===== config.mk =====
export PLATFORM = sky130hd
export DESIGN_NAME = adder_pipe
export DESIGN_NICKNAME = d
export VERILOG_FILES = /design/src/rtl/adder_pipe_pkg.sv /design/src/rtl/adder_pipe_stage.sv /design/src/rtl/adder_pipe.sv
export SDC_FILE = /design/constraint.sdc
export NUM_CORES = 1
export LEC_CHECK = 0
export ABC_AREA = 1
export BUFFER_PORTS_ARGS = -buffer_cell sky130_fd_sc_hd__buf_4
export CAP_MARGIN = 20
export CORE_MARGIN = 2
export CORE_UTILIZATION = 45
export DETAILED_ROUTE_END_ITERATION = 8
export HOLD_SLACK_MARGIN = 0.05
export PLACE_DENSITY_LB_ADDON = 0.15
export SLEW_MARGIN = 10
export SYNTH_ARGS = -nofsm -noshare
export SYNTH_HDL_FRONTEND = slang
export SYNTH_SLANG_ARGS = --single-unit

===== constraint.sdc =====
create_clock -name clk -period 2.5 [get_ports clk]
set_clock_uncertainty 0.15 [all_clocks]
set_input_delay 0.625 -clock clk [delete_from_list [all_inputs] [get_ports clk]]
set_output_delay 0.625 -clock clk [all_outputs]
set_load 0.05 [all_outputs]

===== src/rtl/adder_pipe_pkg.sv =====
// Shared constants for the pipelined adder: default geometry,
// chunk-width helper and flag register bit positions.
package adder_pipe_pkg;

  localparam int DEF_WIDTH   = 8;
  localparam int DEF_STAGES  = 2;
  localparam int DEF_AUX_BIT = 4;

  localparam int FLAG_C  = 0;
  localparam int FLAG_AC = 1;
  localparam int FLAG_V  = 2;
  localparam int FLAG_Z  = 3;

  function automatic int chunk_w(input int width, input int stages);
    return width / stages;
  endfunction

endpackage


===== src/rtl/adder_pipe_stage.sv =====
// One chunk of the pipelined adder: chunk add, stage register,
// valid bit and local ready. The last stage also forms ovf/zero/clamp.
module adder_pipe_stage
  import adder_pipe_pkg::*;
#(
  parameter int WIDTH   = DEF_WIDTH,
  parameter int STAGES  = DEF_STAGES,
  parameter int AUX_BIT = DEF_AUX_BIT,
  parameter int K       = 0
) (
  input  logic             clk,
  input  logic             rst,
  input  logic             in_valid,
  output logic             in_ready,
  input  logic [WIDTH-1:0] in_x,
  input  logic [WIDTH-1:0] in_y,
  input  logic [WIDTH-1:0] in_s,
  input  logic             in_c,
  input  logic             in_ac,
  input  logic             in_sat,
  output logic             out_valid,
  input  logic             out_ready,
  output logic [WIDTH-1:0] out_x,
  output logic [WIDTH-1:0] out_y,
  output logic [WIDTH-1:0] out_s,
  output logic             out_c,
  output logic             out_ac,
  output logic             out_sat,
  output logic             out_ovf,
  output logic             out_zero
);

  localparam int CW       = chunk_w(WIDTH, STAGES);
  localparam int LO       = K * CW;
  localparam bit LAST     = (K == STAGES - 1);
  localparam bit AUX_HERE = (AUX_BIT - 1 >= LO) &&
                            (AUX_BIT - 1 < LO + CW);
  localparam int AJ       = AUX_HERE ? AUX_BIT - LO : 0;

  logic [CW-1:0]    xc;
  logic [CW-1:0]    yc;
  logic [CW:0]      sum;
  logic [CW:0]      c;
  logic             ac_next;
  logic             ovf_next;
  logic [WIDTH-1:0] s_next;
  logic             load;

  assign xc  = in_x[LO +: CW];
  assign yc  = in_y[LO +: CW];
  assign sum = {1'b0, xc} + {1'b0, yc} + {{CW{1'b0}}, in_c};

  // Carry into bit i recovered as sum ^ x ^ y.
  always_comb begin
    c     = '0;
    c[0]  = in_c;
    for (int i = 1; i < CW; i++) begin
      c[i] = sum[i] ^ xc[i] ^ yc[i];
    end
    c[CW] = sum[CW];
  end

  generate
    if (AUX_HERE) begin : g_aux
      assign ac_next = c[AJ];
    end else begin : g_no_aux
      assign ac_next = in_ac;
    end
  endgenerate

  assign ovf_next = c[CW] ^ c[CW-1];

  always_comb begin
    s_next = in_s;
    s_next[LO +: CW] = sum[CW-1:0];
    if (LAST && in_sat && ovf_next) begin
      s_next = c[CW-1] ? {1'b0, {(WIDTH-1){1'b1}}}
                       : {1'b1, {(WIDTH-1){1'b0}}};
    end
  end

  assign in_ready = !out_valid || out_ready;
  assign load     = in_valid && in_ready;

  always_ff @(posedge clk or posedge rst) begin
    if (rst) begin
      out_valid <= 1'b0;
      out_x     <= '0;
      out_y     <= '0;
      out_s     <= '0;
      out_c     <= 1'b0;
      out_ac    <= 1'b0;
      out_sat   <= 1'b0;
      out_ovf   <= 1'b0;
      out_zero  <= 1'b0;
    end else begin
      if (in_ready) begin
        out_valid <= in_valid;
      end
      if (load) begin
        out_x    <= in_x;
        out_y    <= in_y;
        out_s    <= s_next;
        out_c    <= c[CW];
        out_ac   <= ac_next;
        out_sat  <= in_sat;
        out_ovf  <= LAST ? ovf_next : 1'b0;
        out_zero <= LAST ? (s_next == '0) : 1'b0;
      end
    end
  end

endmodule


===== src/rtl/adder_pipe.sv =====
// Pipelined WIDTH-bit adder with valid/ready backpressure.
// Optional saturation on signed overflow: ADDER_PIPE_SAT_EN.
module adder_pipe
  import adder_pipe_pkg::*;
#(
  parameter int WIDTH   = DEF_WIDTH,
  parameter int STAGES  = DEF_STAGES,
  parameter int AUX_BIT = DEF_AUX_BIT
) (
  input  logic             clk,
  input  logic             rst,
  input  logic             in_valid,
  output logic             in_ready,
  input  logic [WIDTH-1:0] x,
  input  logic [WIDTH-1:0] y,
  input  logic             cin,
  input  logic             x_inv,
  input  logic             y_inv,
`ifdef ADDER_PIPE_SAT_EN
  input  logic             sat,
`endif
  output logic             out_valid,
  input  logic             out_ready,
  output logic [WIDTH-1:0] z,
  output logic             cout,
  output logic             acout,
  output logic             ovf,
  output logic             zero
);

  logic [STAGES:0]  v_a;
  logic [STAGES:0]  r_a;
  logic [WIDTH-1:0] x_a [0:STAGES];
  logic [WIDTH-1:0] y_a [0:STAGES];
  logic [WIDTH-1:0] s_a [0:STAGES];
  logic [STAGES:0]  c_a;
  logic [STAGES:0]  ac_a;
  logic [STAGES:0]  sat_a;
  logic [STAGES-1:0] ovf_a;
  logic [STAGES-1:0] zero_a;
  logic             unused_ok;

  assign v_a[0]   = in_valid;
  assign in_ready = r_a[0];
  assign x_a[0]   = x_inv ? ~x : x;
  assign y_a[0]   = y_inv ? ~y : y;
  assign s_a[0]   = '0;
  assign c_a[0]   = cin;
  assign ac_a[0]  = 1'b0;
`ifdef ADDER_PIPE_SAT_EN
  assign sat_a[0] = sat;
`else
  assign sat_a[0] = 1'b0;
`endif

  generate
    for (genvar k = 0; k < STAGES; k++) begin : g_stage
      adder_pipe_stage #(
        .WIDTH   (WIDTH),
        .STAGES  (STAGES),
        .AUX_BIT (AUX_BIT),
        .K       (k)
      ) u_stage (
        .clk       (clk),
        .rst       (rst),
        .in_valid  (v_a[k]),
        .in_ready  (r_a[k]),
        .in_x      (x_a[k]),
        .in_y      (y_a[k]),
        .in_s      (s_a[k]),
        .in_c      (c_a[k]),
        .in_ac     (ac_a[k]),
        .in_sat    (sat_a[k]),
        .out_valid (v_a[k+1]),
        .out_ready (r_a[k+1]),
        .out_x     (x_a[k+1]),
        .out_y     (y_a[k+1]),
        .out_s     (s_a[k+1]),
        .out_c     (c_a[k+1]),
        .out_ac    (ac_a[k+1]),
        .out_sat   (sat_a[k+1]),
        .out_ovf   (ovf_a[k]),
        .out_zero  (zero_a[k])
      );
    end
  endgenerate

  assign r_a[STAGES] = out_ready;
  assign out_valid   = v_a[STAGES];
  assign z           = s_a[STAGES];
  assign cout        = c_a[STAGES];
  assign acout       = ac_a[STAGES];
  assign ovf         = ovf_a[STAGES-1];
  assign zero        = zero_a[STAGES-1];

  // Operand copies and early-stage flags are dead past the last stage.
  assign unused_ok = ^{x_a[STAGES], y_a[STAGES], sat_a[STAGES],
                       ovf_a, zero_a};

endmodule

==> results of run 1 <==
worst paths after layout:
| path | depth (start not counted) | slack, ps | to |
|---|---|---|---|
| min reg2reg | 2 | 350 | g_stage[1].u_stage.out_s[3] |
| max in group asynchronous | 3 | 1770 | g_stage[0].u_stage.out_x[6] |
| min in group clk | 2 | 350 | g_stage[1].u_stage.out_s[3] |
| max reg2reg | 9 | 550 | g_stage[1].u_stage.out_ovf |
| max | 7 | 530 | g_stage[0].u_stage.out_c |
| min | 3 | 180 | g_stage[0].u_stage.out_s[0] |
through the flow:
step	hold slack [ps]	instances	total power, uW
CTS	186.3	252	1725
global route	199.2	252	1838
floorplan	303.0	171	1298
finish	179.3	252	1705
global placement	314.6	248	1517
detailed placement	317.4	248	1536
flip-flops by register name, indices dropped and copies added (netlist names):
register and cells:
g_stage.u_stage.out_s 12, g_stage.u_stage.out_x 4, g_stage.u_stage.out_y 4, g_stage.u_stage.out_c 2, g_stage.u_stage.out_valid 2, g_stage.u_stage.out_ac 1
g_stage.u_stage.out_ovf 1, g_stage.u_stage.out_zero 1
per-layer routing:
layer  global-route usage [%]  wire, um  share of wire [%]
met5                        0         0                  0
met4                    6.667        24               0.90
met3                    1.982       122                4.6
met2                    25.95      1293                 49
met1                    19.83      1211                 46
critical path, stage by stage:
cell	delay, ps
buf_4	160
xnor2_1	150
fa_1	440
fa_1	410
nor2_1	120
a211oi_1	50
o21ai_0	130
power breakdown:
group	total (uW)	switching (uW)	leakage, uW	internal (uW)
combinational	864	569	0.000597	295
clock	188	128	0.0000177	60.1
sequential	653	87.3	0.000331	566
total	1700	785	0.000945	920
synth_stat cells (2+ instances only):
| cell type | number | area, um2 |
|---|---|---|
| o21ai_0 | 11 | 55.05 |
| xor2_1 | 7 | 61.31 |
| xnor2_1 | 13 | 113.9 |
| fa_1 | 4 | 80.08 |
| o21ai_1 | 3 | 15.01 |
| nand2_2 | 2 | 12.51 |
| buf_6 | 3 | 33.78 |
| dfrtp_1 | 27 | 675.7 |
| nor2_1 | 6 | 22.52 |
| ha_1 | 6 | 75.07 |
| inv_1 | 13 | 48.80 |
| nand3b_1 | 3 | 22.52 |
| nand3_1 | 8 | 40.04 |
| nand2_1 | 51 | 191.4 |
| a21oi_1 | 3 | 15.01 |
| buf_2 | 3 | 15.01 |
logic make-up after synthesis:
| family | synth area share [%] |
|---|---|
| buffers and inverters | 6.606 |
| and+or+nand+nor | 21.37 |
| AOI/OAI and AO/OA | 6.443 |
| adders and majority gates | 10.11 |
| DFF | 44.05 |
| xor gates and xnor gates | 11.42 |
cell type report:
cell class,count,area share [%]
Sequential cell,27,36.56
Inverter,14,2.844
Clock buffer,3,1.219
Tap cell,46,3.114
Clock inverter,1,0.2708
Multi-Input combinational cell,124,40.96
Timing Repair Buffer,37,15.03
==> metrics.md, run 1 <==
| Metric | Value |
|---|---|
| EDFF count, synth | `0` |
| Synth Flop Type | `dfrtp_1` |
| Outcome | `finished, final reports clean` |
| H-tree Lvls | `1` |
| Final Setup Violations | `0` |
| CTS tree | `built` |
| Die Footprint | `0.003892 mm2` |
| Setup TNS | `0 ps` |
| Seq/Total Area, Yosys | `44.05%` |
| Hold Buf Count CTS | `0` |
| Post-DRT Antenna Nets | `0` |
| Die height | `62.39 um` |
| Maxcap violations | `0` |
| RSZ-0062 raised after global routing | `false` |
| #FFs+latches synth | `27` |
| Drt drc | `0` |
| Drt total wl | `2652 um` |
| Total gr overflow | `0` |
| Initial drt markers | `32` |
| CP Launch Point | `y_inv` |
| Vias/cell | `4.635` |
| Worst Setup Start Kind | `input pin` |
| All-Layer GR Usage | `15.31%` |
| Final instance area | `0.001848 mm2` |
| Reg area | `675.6 um2` |
| Ys async rst share | `100.0%` |
| Synth Instances | `171` |
| First-pass GRT wire length | `about 4800 um` |
| Reg2reg start | `g_stage[0].u_stage.out_c` |
| Port Buf Inserts | `36` |
| Post-CTS sizing | `0` |
| Leading cell types in the layout, fill and taps excluded | `nand2_1 (51), buf_4 (37), dfrtp_1 (27)` |
| Required @ worst endpoint | `2620 ps` |
| Vias post-DR | `between 1,000 and 1,500` |
| Final period utilization | `78.70%` |
| Commonest non-fill, non-tap cell in the layout | `nand2_1` |
| Initial Util | `46.33%` |
| Worst-path clk slew | `150 ps` |
| Synth Net Count | `204` |
| Hold Crit Class | `in2async` |
| Tmin final | `between 1500 and 2000 ps` |
| Worst IR Drop VDD | `roughly 0.00023 V` |
| Worst Setup Path Type | `in2reg` |
| Post-Synthesis Cell Area | `0.001534 mm2` |
| Fill count | `325` |
| Wire per inst | `10.52 um` |
| Multi-input gate area | `approximately 760 um2` |
| Yosys warns | `0` |
| # nets final | `240` |
| Leakage | `0.0009454 uW` |
| Area of placed instances | `between 0.0015 and 0.002 mm2` |
| Crit. End Element | `register` |
| Gpl congestion | `approximately 0.78` |
| Antenna violations before repair | `0` |
| Fin. Hold Viols | `0` |
| Share of cells above drive strength 1 | `22.33%` |
| I/O pins | `37` |
| Post-Place Setup Slack | `163.9 ps` |
| Worst-Skew Late Latency | `330 ps` |
| Clock root buffer | `clkbuf_4` |
| PD cells | `~900 mW/mm2` |
| Deepest clock path buffer count | `2` |
| Final WS setup | `about 530 ps` |
| Critical-path maximum fanout | `8` |
| Synth cell types | `24` |
| TritonCTS buffer count | `3` |
| Final design utilization | `a little under three fifths` |
| CP arrival | `around 2100 ps` |
| Slew headroom | `roughly 80%` |
| Postcts setup bufs | `0` |
| DP Wirelength | `~2100 um` |
| # diodes | `0` |
| Synth-to-Final Area Change | `20.47%` |
| Die W | `62.39 um` |
| Num rows | `21` |
| Worst slew pin tran | `334.3 ps` |
| Drt pass-1 iters | `4` |
| Vias in the first global route | `about 1,100` |
| Highest clock rate | `about 500 MHz` |
| Largest net degree at the start of global routing | `28` |
| Core area | `0.003311 mm2` |
| Syn Area/Cell | `8.971 um2` |
| Max-slew violations | `0` |
| Clock Sinks | `27` |
(Power assumes the default switching activity.)
==> inputs of run 2 (changes only) <==
==> constraint.sdc (replaced) <==
create_clock -name clk -period 1.87 [get_ports clk]
set_clock_uncertainty 0.15 [all_clocks]
set_input_delay 0.4675 -clock clk [delete_from_list [all_inputs] [get_ports clk]]
set_output_delay 0.4675 -clock clk [all_outputs]
set_load 0.05 [all_outputs]
==> run 2 against run 1 <==
  * Setup slack worse by 510 ps
  * Power is 41% higher
  * Non-clock buffer count is 12 higher
  * Die area stayed put
  * Wire length is 9.3% higher
  * Global-route usage is 0.70 points higher
  * Sequential share of layout area is 2.7 points lower
  * Count of clock-buffer cells in the layout is 1 higher
  * First-iteration DRC count is 9.4% lower
  * Via count is 3.3% higher
  * Cell count is 4.8% higher
  * Sequential cell count stayed put
  * Critical path type is now reg2reg
  * Critical endpoint is now g_stage[1].u_stage.out_zero
==> metrics.md, run 2 (synthesized netlist as in run 1, its figures left out) <==
| Metric | Value |
|---|---|
| Worst Setup Start Kind | `register (was input pin)` |
| Worst-Skew Late Latency | `320 ps (was 330 ps)` |
| Worst path cell trace | `fa_2 > inv_2 > fa_2 > nand3_2 > nor3_2 > nand3_1 > nand2_1 (was buf_4 > xnor2_1 > fa_1 > fa_1 > nor2_1 > a211oi_1 > o21ai_0)` |
| Gpl congestion | `0.7752 (was 0.7778)` |
| Leading cell types in the layout, fill and taps excluded | `nand2_1 (50), buf_4 (48), dfrtp_1 (27) (was nand2_1 (51), buf_4 (37), dfrtp_1 (27))` |
| Final period utilization | `99.03%` |
| Synth-to-Final Area Change | `30.26% (was 20.47%)` |
| Vias in the first global route | `1,209 (was 1,122)` |
| Drt total wl | `2899 um (was 2652 um)` |
| PD cells | `1199 mW/mm2 (was 922.5 mW/mm2)` |
| Crit. End Element | `register (unchanged)` |
| Commonest non-fill, non-tap cell in the layout | `nand2_1 (unchanged)` |
| Vias/cell | `4.572 (was 4.635)` |
| H-tree Lvls | `1 (unchanged)` |
| Post-DRT Antenna Nets | `0 (unchanged)` |
| Largest net degree at the start of global routing | `28 (unchanged)` |
| Deepest clock path buffer count | `2 (unchanged)` |
| Biggest regs | `g_stage.u_stage.out_s x12, g_stage.u_stage.out_x x4, g_stage.u_stage.out_y x4 (unchanged)` |
| Worst slew pin tran | `331.6 ps (was 334.3 ps)` |
| Worst path max stage delay | `450 ps (was 440 ps)` |
| Total gr overflow | `0 (unchanged)` |
| Port Buf Inserts | `36 (unchanged)` |
| Required @ worst endpoint | `1950 ps (was 2620 ps)` |
| Critical-path maximum fanout | `2 (was 8)` |
| Maxcap violations | `0 (unchanged)` |
| First-pass GRT wire length | `5078 um (was 4816 um)` |
| Hold slack | `252.8 ps (was 179.3 ps)` |
| Core area | `0.003311 mm2 (unchanged)` |
| Die W | `62.39 um (unchanged)` |
| All-Layer GR Usage | `16.02% (was 15.31%)` |
| CTS tree | `built (unchanged)` |
| Fin. Hold Viols | `0 (unchanged)` |
| RSZ-0062 raised after global routing | `true (was false)` |
| DP Wirelength | `2228 um (was 2106 um)` |
| Slew headroom | `77.89% (was 77.71%)` |
| Final Setup Violations | `0 (unchanged)` |
| Drt drc | `0 (unchanged)` |
| # nets final | `252 (was 240)` |
| Worst-path clk slew | `140 ps (was 150 ps)` |
| Worst IR Drop VDD | `0.0003209 V (was 0.0002295 V)` |
| Initial drt markers | `29 (was 32)` |
| Hold Crit Class | `in2reg (was in2async)` |
| Leakage | `0.001016 uW (was 0.0009454 uW)` |
| Largest Register | `g_stage.u_stage.out_s (unchanged)` |
| CP arrival | `1930 ps (was 2080 ps)` |
| Clock Sinks | `27 (unchanged)` |
| Die Footprint | `0.003892 mm2 (unchanged)` |
| Worst Setup Path Type | `reg2reg (was in2reg)` |
| Tmin final | `1852 ps` |
| # diodes | `0 (unchanged)` |
| Num rows | `21 (unchanged)` |
| Most frequent cell on the critical path | `fa_2 (was fa_1)` |
| Setup TNS | `0 ps (unchanged)` |
| Share of cells above drive strength 1 | `31.19% (was 22.33%)` |
| Drt pass-1 iters | `4 (unchanged)` |
| Vias post-DR | `1,207 (was 1,168)` |
| Highest clock rate | `540.0 MHz` |
| Antenna violations before repair | `0 (unchanged)` |
| I/O pins | `37 (unchanged)` |
| Worst path slowest cell | `fa_2 (was fa_1)` |
| Largest register FFs | `12 (unchanged)` |
| Outcome | `finished, final reports clean (unchanged)` |
| Die height | `62.39 um (unchanged)` |
| Wire per inst | `10.98 um (was 10.52 um)` |
| TritonCTS buffer count | `3 (unchanged)` |
| Initial Util | `46.33% (unchanged)` |
| Clock root buffer | `clkbuf_4 (unchanged)` |
| Max-slew violations | `0 (unchanged)` |
==> run 2: cell types whose count changed in the layout (fill, tap and decap cells not counted), moves of 2 or more <==
cell     previous run  this run
buf_4              37        48
fa_1                4         0
fa_2                0         4
nand3_1             8         5
nand3_2             1         4
o21ai_0            11         9
o21ai_1             3         5
xnor2_1            13        11
==> run 2: metal layers <==
layer / vias up / GRT usage, % / wire, um
met2: 31 / 28.13 / 1445
met4: 0 / 7.500 / 57
met1: 539 / 19.93 / 1293
met5: - / 0 / 0
li1: 633 / - / -
met3: 4 / 1.622 / 102
==> run 2: worst paths after layout <==
| check | to | cells past startpoint | start | slack, ps |
|---|---|---|---|---|
| max | g_stage[1].u_stage.out_zero | 7 | g_stage[0].u_stage.out_x[4] | 20 |
| min | g_stage[0].u_stage.out_x[4] | 3 | x[4] | 250 |
| max reg2reg | g_stage[1].u_stage.out_zero | 7 | g_stage[0].u_stage.out_x[4] | 20 |
| min reg2reg | g_stage[1].u_stage.out_s[0] | 2 | g_stage[1].u_stage.out_s[0] | 340 |
| max in group asynchronous | g_stage[0].u_stage.out_x[7] | 4 | rst | 730 |
| min in group asynchronous | g_stage[1].u_stage.out_s[4] | 4 | rst | 590 |
==> run 2: what timing repair did <==
action / 4_1_cts / 5_1_grt
hold endpoints to repair: 27 / 0
resized for setup: 1 / 7
hold buffers: 1 / 0
pin swaps: 0 / 6
setup buffers: 0 / 3
setup endpoints to repair: 2 / 2
==> run 2: critical path, delay by kind of cell (launching register included) <==
kind | cells | cell delay (ps)
fa+ha+maj | 2 | 860
flops | 1 | 430
simple gates | 4 | 240
buf+inv | 1 | 80
==> run 2: final cells by class <==
cell class,instances,area [um2]
Fill cell,300,1313
Multi-Input combinational cell,124,815.8
Sequential cell,27,675.6
Timing Repair Buffer,49,370.4
Tap cell,46,57.56
Inverter,14,52.55
Clock buffer,4,26.28
==> run 2: stage by stage <==
stage | std cells | worst slack, ps | util, % | area [um2] | total power (uW)
finish | 264 | 18.11 | 60.36 | 1998 | 2395
CTS | 261 | 13.42 | 58.92 | 1951 | 2360
detailed placement | 256 | -169.8 | 57.75 | 1912 | 2106
floorplan | 171 | -84.20 | - | 1587 | 1751
global placement | 256 | -149.0 | 57.75 | 1912 | 2075
global route | 264 | -80.30 | 60.36 | 1998 | 2579
==> run 2: where the power goes <==
part           internal (uW)  switching (uW)  total [uW]
Clock                   83.6             164         248
Combinational            467             808        1270
Sequential               756             117         873
==> inputs of run 3 (changes only) <==
--- a/config.mk
+++ b/config.mk
@@ -6,6 +6,7 @@
 export NUM_CORES = 1
 export LEC_CHECK = 0
 export ABC_AREA = 1
+export ABC_CLOCK_PERIOD_IN_PS = 1800
 export BUFFER_PORTS_ARGS = -buffer_cell sky130_fd_sc_hd__buf_4
 export CAP_MARGIN = 20
 export CORE_MARGIN = 2
==> constraint.sdc (replaced) <==
create_clock -name clk -period 1.8 [get_ports clk]
set_clock_uncertainty 0.15 [all_clocks]
set_input_delay 0.45 -clock clk [delete_from_list [all_inputs] [get_ports clk]]
set_output_delay 0.45 -clock clk [all_outputs]
set_load 0.05 [all_outputs]
==> run 3 against run 2 <==
  * The flow now finishes with violations (negative setup slack)
  * Utilization shrank 0.76 points
  * Setup slack worse by 36 ps
  * First-iteration DRC count grew 76%
  * Final area down 1.3%
  * Register-to-register slack got worse by 40 ps
  * Non-clock buffer count fell by 2
  * Hold slack lost 9.3 ps
  * Maximum frequency rose by 1.9%
  * Global-route usage shrank 0.19 points
  * Combinational power is essentially flat
  * Sequential power rose by 4.2%
  * Critical endpoint unchanged
==> metrics.md, run 3 (synthesized netlist as in run 1, its figures left out) <==
| Metric | Value |
|---|---|
| # diodes | `0 (unchanged)` |
| Vias post-DR | `1,206 (was 1,207)` |
| Slew headroom | `77.41% (was 77.89%)` |
| Biggest regs | `g_stage.u_stage.out_s x12, g_stage.u_stage.out_x x4, g_stage.u_stage.out_y x4 (unchanged)` |
| Worst-path clk slew | `140 ps (about the same)` |
| Total gr overflow | `0 (unchanged)` |
| TritonCTS buffer count | `3 (unchanged)` |
| Largest Register | `g_stage.u_stage.out_s (unchanged)` |
| Worst slew pin tran | `338.8 ps (was 331.6 ps)` |
| Required @ worst endpoint | `1870 ps (was 1950 ps)` |
| Drt pass-1 iters | `4 (unchanged)` |
| CP delay by family, top | `adder cells (unchanged)` |
| Flop pwr share | `37.2% (was 36.5%)` |
| H-tree Lvls | `1 (unchanged)` |
| Maxcap violations | `0 (unchanged)` |
| P_sw | `1105 uW (was 1089 uW)` |
| Highest clock rate | `550.1 MHz (was 540.0 MHz)` |
| Most frequent cell on the critical path | `fa_2 (unchanged)` |
| Worst IR Drop VDD | `0.0003469 V (was 0.0003209 V)` |
| Fin. Hold Viols | `0 (unchanged)` |
| PD cells | `1238 mW/mm2 (was 1199 mW/mm2)` |
| Wire per inst | `10.55 um (was 10.98 um)` |
| Logic pwr share | `52.5% (was 53.2%)` |
| Worst-Skew Late Latency | `310 ps (was 320 ps)` |
| Commonest non-fill, non-tap cell in the layout | `nand2_1 (unchanged)` |
| Hold Path Cell Cnt | `3 (unchanged)` |
| Tmin final | `1818 ps (was 1852 ps)` |
| Critical-path maximum fanout | `2 (unchanged)` |
| Hold Crit Class | `in2reg (unchanged)` |
| Worst Setup Start Kind | `register (unchanged)` |
| Worst path cell trace | `fa_2 > inv_2 > fa_2 > nand3_2 > nor3_2 > nand3_1 > nand2_1 (unchanged)` |
| R2R Setup Slk | `-20 ps (was 20 ps)` |
| Post-DRT Antenna Nets | `0 (unchanged)` |
| Hold slack | `243.5 ps (was 252.8 ps)` |
| Antenna violations before repair | `0 (unchanged)` |
| Vias in the first global route | `1,195 (was 1,209)` |
| First-pass GRT wire length | `5064 um (was 5078 um)` |
| Vias/cell | `4.603 (was 4.572)` |
| Largest register FFs | `12 (unchanged)` |
| Synth-to-Final Area Change | `28.63% (was 30.26%)` |
| Internal Dissipation | `1338 uW (was 1306 uW)` |
| Die height | `62.39 um (unchanged)` |
| Final instance area | `0.001973 mm2 (was 0.001998 mm2)` |
| Final WS setup | `-17.79 ps (was 18.11 ps)` |
| Worst Setup Path Type | `reg2reg (unchanged)` |
| Total power | `2444 uW (was 2395 uW)` |
| R2R cell count | `7 (unchanged)` |
| Post-Place Setup Slack | `-215.4 ps (was -169.8 ps)` |
| Area of placed instances | `0.001922 mm2 (was 0.001912 mm2)` |
| Die W | `62.39 um (unchanged)` |
| Fill count | `325 (was 300)` |
| RSZ-0062 raised after global routing | `true (unchanged)` |
| Max-slew violations | `0 (unchanged)` |
| Largest net degree at the start of global routing | `28 (unchanged)` |
| Clock share of power | `10.3% (about the same)` |
| Leading cell types in the layout, fill and taps excluded | `nand2_1 (50), buf_4 (46), dfrtp_1 (27) (was nand2_1 (50), buf_4 (48), dfrtp_1 (27))` |
| Drt total wl | `2763 um (was 2899 um)` |
| Initial Util | `46.33% (unchanged)` |
| Gpl congestion | `0.7711 (was 0.7752)` |
| Initial drt markers | `51 (was 29)` |
| DP Wirelength | `2230 um (was 2228 um)` |
| Final period utilization | `101.0% (was 99.03%)` |
| Num rows | `21 (unchanged)` |
| Worst path max stage delay | `440 ps (was 450 ps)` |
| Core area | `0.003311 mm2 (unchanged)` |
| Hold path start | `x[6] (was x[4])` |
| Share of cells above drive strength 1 | `29.63% (was 31.19%)` |
| Outcome | `complete, but fails checks (was finished, final reports clean)` |
| # nets final | `250 (was 252)` |
| Switching Fraction | `45.24% (was 45.46%)` |
| Worst path slowest cell | `fa_2 (unchanged)` |
| Leakage | `0.001002 uW (was 0.001016 uW)` |
| Critical path buffers and inverters | `1 (unchanged)` |
| Failing checks | `negative setup slack` |
| CTS tree | `built (unchanged)` |
| Die Footprint | `0.003892 mm2 (unchanged)` |
| Reg2reg start | `g_stage[0].u_stage.out_x[4] (unchanged)` |
| I/O pins | `37 (unchanged)` |
| CP arrival | `1890 ps (was 1930 ps)` |
| Port Buf Inserts | `36 (unchanged)` |
| Deepest clock path buffer count | `2 (unchanged)` |
| Drt drc | `0 (unchanged)` |
| Crit. End Element | `register (unchanged)` |
| Final Setup Violations | `1 (was 0)` |
| WHS Endpoint | `g_stage[0].u_stage.out_x[6] (was g_stage[0].u_stage.out_x[4])` |
| Worst R2R End | `g_stage[1].u_stage.out_zero (unchanged)` |
| Clock Sinks | `27 (unchanged)` |
| All-Layer GR Usage | `15.83% (was 16.02%)` |
| Clock root buffer | `clkbuf_4 (unchanged)` |
==> run 3: cell type report <==
cell class              count  area, um2  area share (%)
multi-input cells         124      805.8           40.84
flip-flops and latches     27      675.6           34.24
repair buffers             47      355.3           18.01
well taps                  46      57.56           2.917
inverters                  14      52.55           2.663
clock buffers               4      26.28           1.332
==> run 3: how the worst max path moves through the flow <==
stage                                 from                          end  slack [ps]  cells after the start
4_1_cts           g_stage[0].u_stage.out_c  g_stage[1].u_stage.out_zero         -40                      7
3_5_place_dp                         y_inv     g_stage[0].u_stage.out_c        -220                      7
2_1_floorplan                        y_inv  g_stage[0].u_stage.out_s[1]        -140                      5
6_report       g_stage[0].u_stage.out_x[4]  g_stage[1].u_stage.out_zero         -20                      7
5_1_grt        g_stage[0].u_stage.out_x[4]  g_stage[1].u_stage.out_zero        -120                      7
3_3_place_gp                         y_inv     g_stage[0].u_stage.out_c        -200                      7
==> run 3: what timing repair did <==
| item | 4_1_cts | 5_1_grt |
|---|---|---|
| pin swaps | 3 | 2 |
| buffers inserted | 0 | 0 |
| hold endpoints to repair | 27 | 0 |
| hold buffers | 1 | 0 |
| setup endpoints to repair | 2 | 3 |
| gates resized for setup | 4 | 1 |
==> run 3: power groups by stage <==
stage | Combinational (uW) | Sequential [uW] | Clock (uW)
2_1_floorplan | 518 | 1300 | 0
3_3_place_gp | 1250 | 913 | 0
3_5_place_dp | 1270 | 926 | 0
4_1_cts | 1300 | 915 | 263
5_1_grt | 1410 | 938 | 291
6_report | 1280 | 910 | 252
==> run 3: stage by stage <==
stage                     TNS, ps  std cells  utilization (%)
after global placement     -730.2        257            58.05
after CTS                  -43.00        262            59.52
after detailed placement   -867.7        257            58.05
final                      -17.79        262            59.60
after floorplan            -480.5        171                -
after global routing       -215.6        262            59.60
==> run 3: layer usage <==
layer,vias to the layer above,GRT usage (%),wire length (um)
met5,-,0,0
met2,27,28.13,1385
met3,2,1.261,96
met1,543,20.33,1253
li1,634,-,-
met4,0,5.833,27
==> run 3: worst reg2reg max path, stage by stage (launching register included) <==
cell	delay [ps]
dfrtp_1	420
fa_2	400
inv_2	60
fa_2	440
nand3_2	90
nor3_2	40
nand3_1	70
nand2_1	50
